## config.mk

```make
export PLATFORM = sky130hd
export DESIGN_NAME = led_pio_scheduler
export DESIGN_NICKNAME = d
export VERILOG_FILES = /design/src/rtl/led_pio_scheduler.sv
export SDC_FILE = /design/constraint.sdc
export NUM_CORES = 1
export LEC_CHECK = 0
export ABC_AREA = 1
export CORE_UTILIZATION = 49
export CTS_CLUSTER_SIZE = 14
export DETAILED_ROUTE_END_ITERATION = 12
export MAX_ROUTING_LAYER = met4
export PLACE_DENSITY_LB_ADDON = 0.1
export SLEW_MARGIN = 0
export SYNTH_ARGS = -nofsm -noshare
export SYNTH_HDL_FRONTEND = slang
export SYNTH_SLANG_ARGS = --single-unit
```

## constraint.sdc

```tcl
create_clock -name clk -period 2.3 [get_ports clk]
set_clock_uncertainty 0.2 [all_clocks]
set_input_delay 0.345 -clock clk [delete_from_list [all_inputs] [get_ports clk]]
set_output_delay 0.345 -clock clk [all_outputs]
set_load 0.01 [all_outputs]
```

## src/rtl/led_pio_scheduler.sv

```systemverilog
// Two-requester round-robin scheduler that turns LED commands into single-cycle
// Avalon-MM write strobes to the LED PIO. It keeps a shadow copy of the PIO output register.
module led_pio_scheduler #(
  parameter int GAP_CYCLES = 2,
  parameter int LED_W      = 18
) (
  input  logic             clk,
  input  logic             reset_n,
  input  logic             a_valid,
  output logic             a_ready,
  input  logic [1:0]       a_op,
  input  logic [LED_W-1:0] a_data,
  input  logic             b_valid,
  output logic             b_ready,
  input  logic [1:0]       b_op,
  input  logic [LED_W-1:0] b_data,
  output logic [2:0]       address,
  output logic             chipselect,
  output logic             write_n,
  output logic [31:0]      writedata,
  output logic [LED_W-1:0] shadow,
  output logic             busy
);

  localparam int CNT_W = (GAP_CYCLES > 0) ? $clog2(GAP_CYCLES + 1) : 1;
  localparam logic [CNT_W-1:0] GAP_LOAD = (GAP_CYCLES > 0) ? CNT_W'(GAP_CYCLES - 1) : '0;

  typedef enum logic [1:0] {ST_IDLE, ST_WRITE, ST_GAP} state_t;

  // Handshake: a command transfers at the rising edge where x_valid && x_ready.
  // Ready is only ever raised in IDLE, for the current winner, and never during reset.
  state_t           state, state_nxt;
  logic             last_b;
  logic             win_b;
  logic             accept;
  logic [1:0]       sel_op;
  logic [LED_W-1:0] sel_data;
  logic [1:0]       op_q;
  logic [LED_W-1:0] data_q;
  logic [CNT_W-1:0] gap_cnt;

  always_comb begin
    win_b = 1'b0;
    if (a_valid && b_valid) win_b = !last_b;
    else if (b_valid)       win_b = 1'b1;
  end

  assign accept   = (state == ST_IDLE) && reset_n && (a_valid || b_valid);
  assign a_ready  = accept && !win_b;
  assign b_ready  = accept && win_b;
  assign sel_op   = win_b ? b_op : a_op;
  assign sel_data = win_b ? b_data : a_data;
  assign busy     = (state != ST_IDLE);

  always_ff @(posedge clk or negedge reset_n) begin
    if (!reset_n) state <= ST_IDLE;
    else          state <= state_nxt;
  end

  always_comb begin
    state_nxt = state;
    case (state)
      ST_IDLE:  if (accept) state_nxt = ST_WRITE;
      ST_WRITE: state_nxt = (GAP_CYCLES == 0) ? ST_IDLE : ST_GAP;
      ST_GAP:   if (gap_cnt == '0) state_nxt = ST_IDLE;
      default:  state_nxt = ST_IDLE;
    endcase
  end

  always_ff @(posedge clk or negedge reset_n) begin
    if (!reset_n) begin
      last_b     <= 1'b1;
      op_q       <= 2'd0;
      data_q     <= '0;
      address    <= 3'd0;
      writedata  <= 32'd0;
      chipselect <= 1'b0;
      write_n    <= 1'b1;
      shadow     <= '0;
      gap_cnt    <= '0;
    end else begin
      case (state)
        ST_IDLE: begin
          if (accept) begin
            last_b     <= win_b;
            op_q       <= sel_op;
            data_q     <= sel_data;
            chipselect <= 1'b1;
            write_n    <= 1'b0;
            case (sel_op)
              2'd0: begin address <= 3'd0; writedata <= 32'(sel_data); end
              2'd1: begin address <= 3'd4; writedata <= 32'(sel_data); end
              2'd2: begin address <= 3'd5; writedata <= 32'(sel_data); end
              // Toggle is issued as a full write of the flipped shadow value.
              default: begin address <= 3'd0; writedata <= 32'(shadow ^ sel_data); end
            endcase
          end
        end
        ST_WRITE: begin
          chipselect <= 1'b0;
          write_n    <= 1'b1;
          gap_cnt    <= GAP_LOAD;
          case (op_q)
            2'd1:    shadow <= shadow | data_q;
            2'd2:    shadow <= shadow & ~data_q;
            default: shadow <= writedata[LED_W-1:0];
          endcase
        end
        ST_GAP: begin
          if (gap_cnt != '0) gap_cnt <= gap_cnt - CNT_W'(1);
        end
        default: ;
      endcase
    end
  end

endmodule

```

### Word level (Yosys, flattened, before mapping)

Index checks and enable logic that the tools add are counted.
W data, S select, Z words.

* equal/unequal tests: 9
* shift-type cells: 0
* $lt $le $gt $ge: 0
* reductions and logical operators: 20
* muxes and demuxes: 16
* $mul: 0
* bitwise logic cells: 4
* divide/modulo/power cells: 0
* add/sub/neg operators: 1

Operator list (count)
* $mux W18: 2
* $pmux W18 S2: 1
* $and A18 B18 Y18: 1
* $not A18 Y18: 1
* $or A18 B18 Y18: 1
* $xor A18 B18 Y18: 1
* $mux W2: 4
* $reduce_and A2 Y1: 4
* $reduce_bool A2 Y1: 4
* $eq A2 B1 Y1 const B: 3
* $eq A2 B2 Y1 const B: 3
* $logic_not A2 Y1: 3
* $ne A2 B2 Y1 const B: 3
* $pmux W2 S3: 1
* $pmux W3 S2: 1
* $logic_and A1 B1 Y1: 5
* $mux W1: 4
* $pmux W1 S2: 2
* $pmux W2 S2: 1
* $reduce_or A3 Y1: 1
* $logic_not A1 Y1: 2
* $sub A2 B1 Y2 const B: 1
* $logic_or A1 B1 Y1: 1

* memory bits (writable): 0
* output and inout bits: 58
* bits in latches: 0
* memories: 0
* register bits: 80
* input port bits: 44
* ROM bits: 0

### Logic depth before layout (Yosys ltp)

* depth after elaboration: 6
* gate-level depth with buffers: 14

### Worst setup path before layout

No wires, ideal clock.

* kind: reg-to-reg
* start point: reg last_b
* end point: reg writedata[15]
* library setup time: 0.117 ns
* clock period less this slack: 2.110 ns
* setup slack: 0.190 ns
* path buffers: 3
* stages on the path, launching flop included: 14
* arrival: 1.792 ns
* cell sequence: dfstp_2 -> nand2_2 -> nand2_1 -> buf_4 -> nand2_1 -> o21ai_2 -> ha_1 -> buf_2 -> buf_2 -> nand2_1 -> inv_1 -> nand3_1 -> nand3_1 -> nand2_1

* cells in the longest elaborated chain, start to end: 6
* elaborated cells between the ends (all ways): 10

RTL lines
* from (decl): RTL line 33 `logic last_b;`
* from (signal assigned): RTL line 85 `last_b <= win_b;`
* $logic_not A1 Y1 *: RTL line 44 `if (a_valid && b_valid) win_b = !last_b;`
* $mux W1 *: RTL line 44
* $mux W2 *: RTL line 51 `assign sel_op = win_b ? b_op : a_op;`
* named net sel_op[0]: RTL line 36 `logic [1:0] sel_op;`
* $eq A2 B2 Y1 (tied with other cells): RTL line 90 `case (sel_op)`
* $reduce_or A3 Y1 (no source line) *
* $mux W18 *: RTL line 90
* to (signal assigned): RTL line 91 `2'd0: begin address <= 3'd0; writedata <= 32'(sel_data); end`
* to (signal assigned): RTL line 92 `2'd1: begin address <= 3'd4; writedata <= 32'(sel_data); end`
* to (signal assigned): RTL line 93 `2'd2: begin address <= 3'd5; writedata <= 32'(sel_data); end`
* to (decl): RTL line 20 `output logic [31:0] writedata,`

The timed path passes the listed nets; every way through them passes the cells marked *.
A chain may end at the register's enable or synchronous reset.

### Worst setup path after layout

* start point: reg state[1]
* end point: out b_ready

* cells in the longest elaborated chain, start to end: 4

RTL lines
* from (decl): RTL line 32 `state_t state, state_nxt;`
* from (signal assigned): RTL line 57 `else state <= state_nxt;`
* $logic_not A2 Y1: RTL line 48 `assign accept = (state == ST_IDLE) && reset_n && (a_valid || b_valid);`
* $logic_and A1 B1 Y1 (2 in series): RTL line 48
* $logic_and A1 B1 Y1: RTL line 50 `assign b_ready = accept && win_b;`
* to (decl): RTL line 14 `output logic b_ready,`

No other way between the ends.

==> impl_metrics.sql <==
INSERT INTO impl_metrics (metric_group, metric, value, unit) VALUES
('clock_tree', 'insertion_delay', '0.34', 'ns'),
('logic_synthesis', 'mappedNetlistArea', '3830', 'um^2'),
('placed_design', 'gp_congestion', '0.818', ''),
('setup_path', 'critical_path.top_delay_family', 'buffers and inverters', ''),
('power', 'cellPowerDensity', '1310', 'nW/um^2'),
('drt', 'drc_violation_count_after_routing', '0', ''),
('clock_tree', 'h-tree-depth', '3', ''),
('grt', 'number_of_global_route_vias_before_repair', '3769', ''),
('drt', 'totalWireLength', '10.6', 'mm'),
('finish', 'antenna_cells_inserted', '0', ''),
('floorplan', 'die_width', '90.4', 'um'),
('floorplan', 'pin_count', '102', ''),
('floorplan', 'initial_core_util', '0.517', ''),
('clock_tree', 'cts_tree', 'built', ''),
('sta', 'finalHoldViolCount', '0', ''),
('clock_tree', 'cts_made_buffers', '9', ''),
('finish', 'area_growth', '30.3', '%'),
('logic_synthesis', 'netlist_instances', '560', ''),
('placed_design', 'dp.final_hpwl', '7.07', 'mm'),
('sta', 'rsz0062_at_grt', 'no', ''),
('setup_path', 'critPathCaptureType', 'primary output', ''),
('floorplan', 'design.core.area', '7410', 'um^2'),
('setup_path', 'crit_type', 'flip-flop to primary output', ''),
('finish', 'utilization', '0.673', ''),
('job', 'max_cap_violations', '0', ''),
('sta', 'timing_max_transition_violations_final', '0', ''),
('finish', 'fillers', '634', ''),
('floorplan', 'floorplan.die_area', '8170', 'um^2'),
('drt', 'avgRoutedWirePerCell', '14.0', 'um'),
('setup_path', 'worstPathBufferInverterCount', '1', ''),
('setup_path', 'crit_slowest_cell', 'sky130_fd_sc_hd__clkdlybuf4s50_1', ''),
('logic_synthesis', 'synth-warning-count', '0', ''),
('sta', 'clock.fmax', '0.453', 'GHz'),
('floorplan', 'die-height', '90.4', 'um'),
('placed_design', 'numPlacedInstances', '736', ''),
('finish', 'layout.area.seq', '1630', 'um^2'),
('setup_path', 'worstSetupStartpointType', 'flip-flop', ''),
('clock_tree', 'cts_buffer_depth', '2', ''),
('finish', 'most-common-layout-cells', 'sky130_fd_sc_hd__nand2_1 (200), sky130_fd_sc_hd__clkdlybuf4s50_1 (82), sky130_fd_sc_hd__nand3_1 (68)', ''),
('grt', 'grt.total_usage', '0.281', ''),
('clock_tree', 'clk_root_buffer_cell', 'sky130_fd_sc_hd__clkbuf_8', ''),
('sta', 'finalCritPeriodShare', '0.961', ''),
('drt', 'route.vias.total', '3911', ''),
('setup_path', 'critPathArrivalTime', '1.66', 'ns'),
('grt', 'grt_start_max_net_pins', '66', ''),
('hold_path', 'hold_class', 'input port to async pin', ''),
('logic_synthesis', 'ys_seq_area_frac', '0.425', ''),
('sta', 'timing.final.setup_violations', '0', ''),
('run_status', 'outcome', 'finished, final reports clean', ''),
('finish', 'stdcell_count', '752', ''),
('clock_tree', 'path_clk_slew', '0.08', 'ns'),
('finish', 'share_of_cells_above_drive_strength_1', '0.0720', ''),
('setup_path', 'critPathMaxFanout', '4', ''),
('placed_design', 'port_buffer_count', '86', ''),
('finish', 'fin_nets', '697', ''),
('floorplan', 'row_count', '31', ''),
('power', 'total_leakage_power', '2.65', 'nW'),
('drt', 'post_drt_antenna_nets', '0', ''),
('grt', 'first_pass_grt_wire_length', '17.7', 'mm'),
('power', 'peakVddDrop', '644', 'uV'),
('setup_path', 'crit_required', '1.75', 'ns'),
('power', 'fin_total_pwr', '0.00652', 'W'),
('grt', 'antenna_violations_before_repair', '0', ''),
('logic_synthesis', 'yosys_register_bits', '65', ''),
('drt', 'viasPerCell', '5.20', ''),
('sta', 'relSlewSlack', '0.442', ''),
('clock_tree', 'cts.sink_count', '65', ''),
('finish', 'multiInputGateArea', '1820', 'um^2'),
('clock_tree', 'post_cts_buffers', '0', ''),
('drt', 'dr.pass1.iters', '5', ''),
('logic_synthesis', 'number_of_distinct_library_cell_variants_in_the_gate_level_netlist_after_synthesis', '22', ''),
('sta', 'period_needed', '2.21', 'ns'),
('logic_synthesis', 'postSynthAreaPerCell', '6.84', 'um^2'),
('drt', 'detailedRoute.firstIterationViolations', '282', ''),
('setup_path', 'critical_path.cell_chain', 'nor2_4, nand3_4, nor2_2, clkdlybuf4s50_1', ''),
('sta', 'final.setup.tns', '0', 'ns'),
('grt', 'gr-total-overflow', '0', ''),
('finish', 'layout_commonest_cell', 'sky130_fd_sc_hd__nand2_1', ''),
('setup_path', 'critical_path.max_stage_delay', '0.55', 'ns'),
('sta', 'worst_margin_slew', '0.836', 'ns');
[where the power goes]
part | internal (W) | leakage [nW] | switching, W
combinational | 0.00144 | 1.75 | 0.00181
clock | 0.000619 | 0.113 | 0.000442
sequential | 0.00171 | 0.791 | 0.000497
[per-stage QoR]
| step | hold WS [ns] | setup slack [ns] | cell area, um^2 |
|---|---|---|---|
| 2_1_floorplan | -0.151 | 0.190 | 3880 |
| 3_3_place_gp | 0.252 | -0.159 | 4770 |
| 3_5_place_dp | 0.260 | -0.152 | 4770 |
| 4_1_cts | 0.114 | 0.0906 | 4990 |
| 5_1_grt | 0.172 | 0.0333 | 4990 |
| 6_report | 0.0717 | 0.0902 | 4990 |
[cell families after synthesis]
family,Yosys count,share of synthesized area
compound gates,67,0.0889
fa+ha+maj,5,0.0163
buf+inv,91,0.114
flops,65,0.425
other cells,1,0.000979
simple gates,331,0.354
[cells in the mapped netlist]
master / count / area [um^2]
sky130_fd_sc_hd__buf_4: 21 / 158
sky130_fd_sc_hd__nand3_4: 1 / 17.5
sky130_fd_sc_hd__ha_1: 5 / 62.6
sky130_fd_sc_hd__buf_1: 2 / 7.51
sky130_fd_sc_hd__conb_1: 1 / 3.75
sky130_fd_sc_hd__nand3_1: 68 / 340
sky130_fd_sc_hd__nand2_1: 201 / 754
sky130_fd_sc_hd__nand2_2: 1 / 6.26
sky130_fd_sc_hd__o21ai_2: 1 / 8.76
sky130_fd_sc_hd__inv_1: 45 / 169
sky130_fd_sc_hd__o22ai_1: 1 / 6.26
sky130_fd_sc_hd__buf_2: 14 / 70.1
sky130_fd_sc_hd__dfrtp_1: 63 / 1580
sky130_fd_sc_hd__inv_2: 2 / 7.51
sky130_fd_sc_hd__nor2_4: 1 / 11.3
sky130_fd_sc_hd__clkbuf_1: 7 / 26.3
sky130_fd_sc_hd__o21ai_0: 27 / 135
sky130_fd_sc_hd__dfstp_2: 2 / 52.6
sky130_fd_sc_hd__nand3b_1: 1 / 7.51
sky130_fd_sc_hd__a21oi_1: 37 / 185
sky130_fd_sc_hd__nor2_1: 58 / 218
sky130_fd_sc_hd__o21ai_1: 1 / 5.00
[registers in the layout, summed over array words and instances (netlist names), 2 cells and up]
name and cells:
gap_cnt 2, state 2, shadow 18, op_q 2, writedata 18, data_q 18, address 2
[path summary, 6_finish.rpt]
path,from,to,slack (ns),cells after the start
worst max register to register,last_b,writedata[7],0.30,12
min in group clk,write_n,write_n,0.27,2
worst max-delay path,state[1],b_ready,0.09,4
worst min register to register,write_n,write_n,0.27,2
max in group asynchronous,reset_n,address[2],1.26,2
worst min-delay path,reset_n,data_q[0],0.07,2
[routing by layer]
layer | GRT usage | share of wire | wire length [um] | up-vias
li1 | - | - | - | 1909
met1 | 0.363 | 0.44 | 4630 | 1839
met2 | 0.445 | 0.48 | 5090 | 144
met3 | 0.0328 | 0.056 | 593 | 19
met4 | 0.128 | 0.024 | 252 | 0
met5 | - | 0 | 0 | -
[area by class of cell]
type / count / share of cell area
clock buffers: 14 / 0.0366
multi-input cells: 418 / 0.365
clock inverters: 2 / 0.00702
flip-flops and latches: 65 / 0.327
well taps: 99 / 0.0248
repair buffers: 107 / 0.205
inverters: 47 / 0.0354
[what timing repair did]
| action | in CTS | in global routing |
|---|---|---|
| resized for setup | 5 | 0 |
| endpoints found under the setup margin | 2 | 0 |
| hold buffers | 0 | 0 |
(Power assumes the default switching activity.)
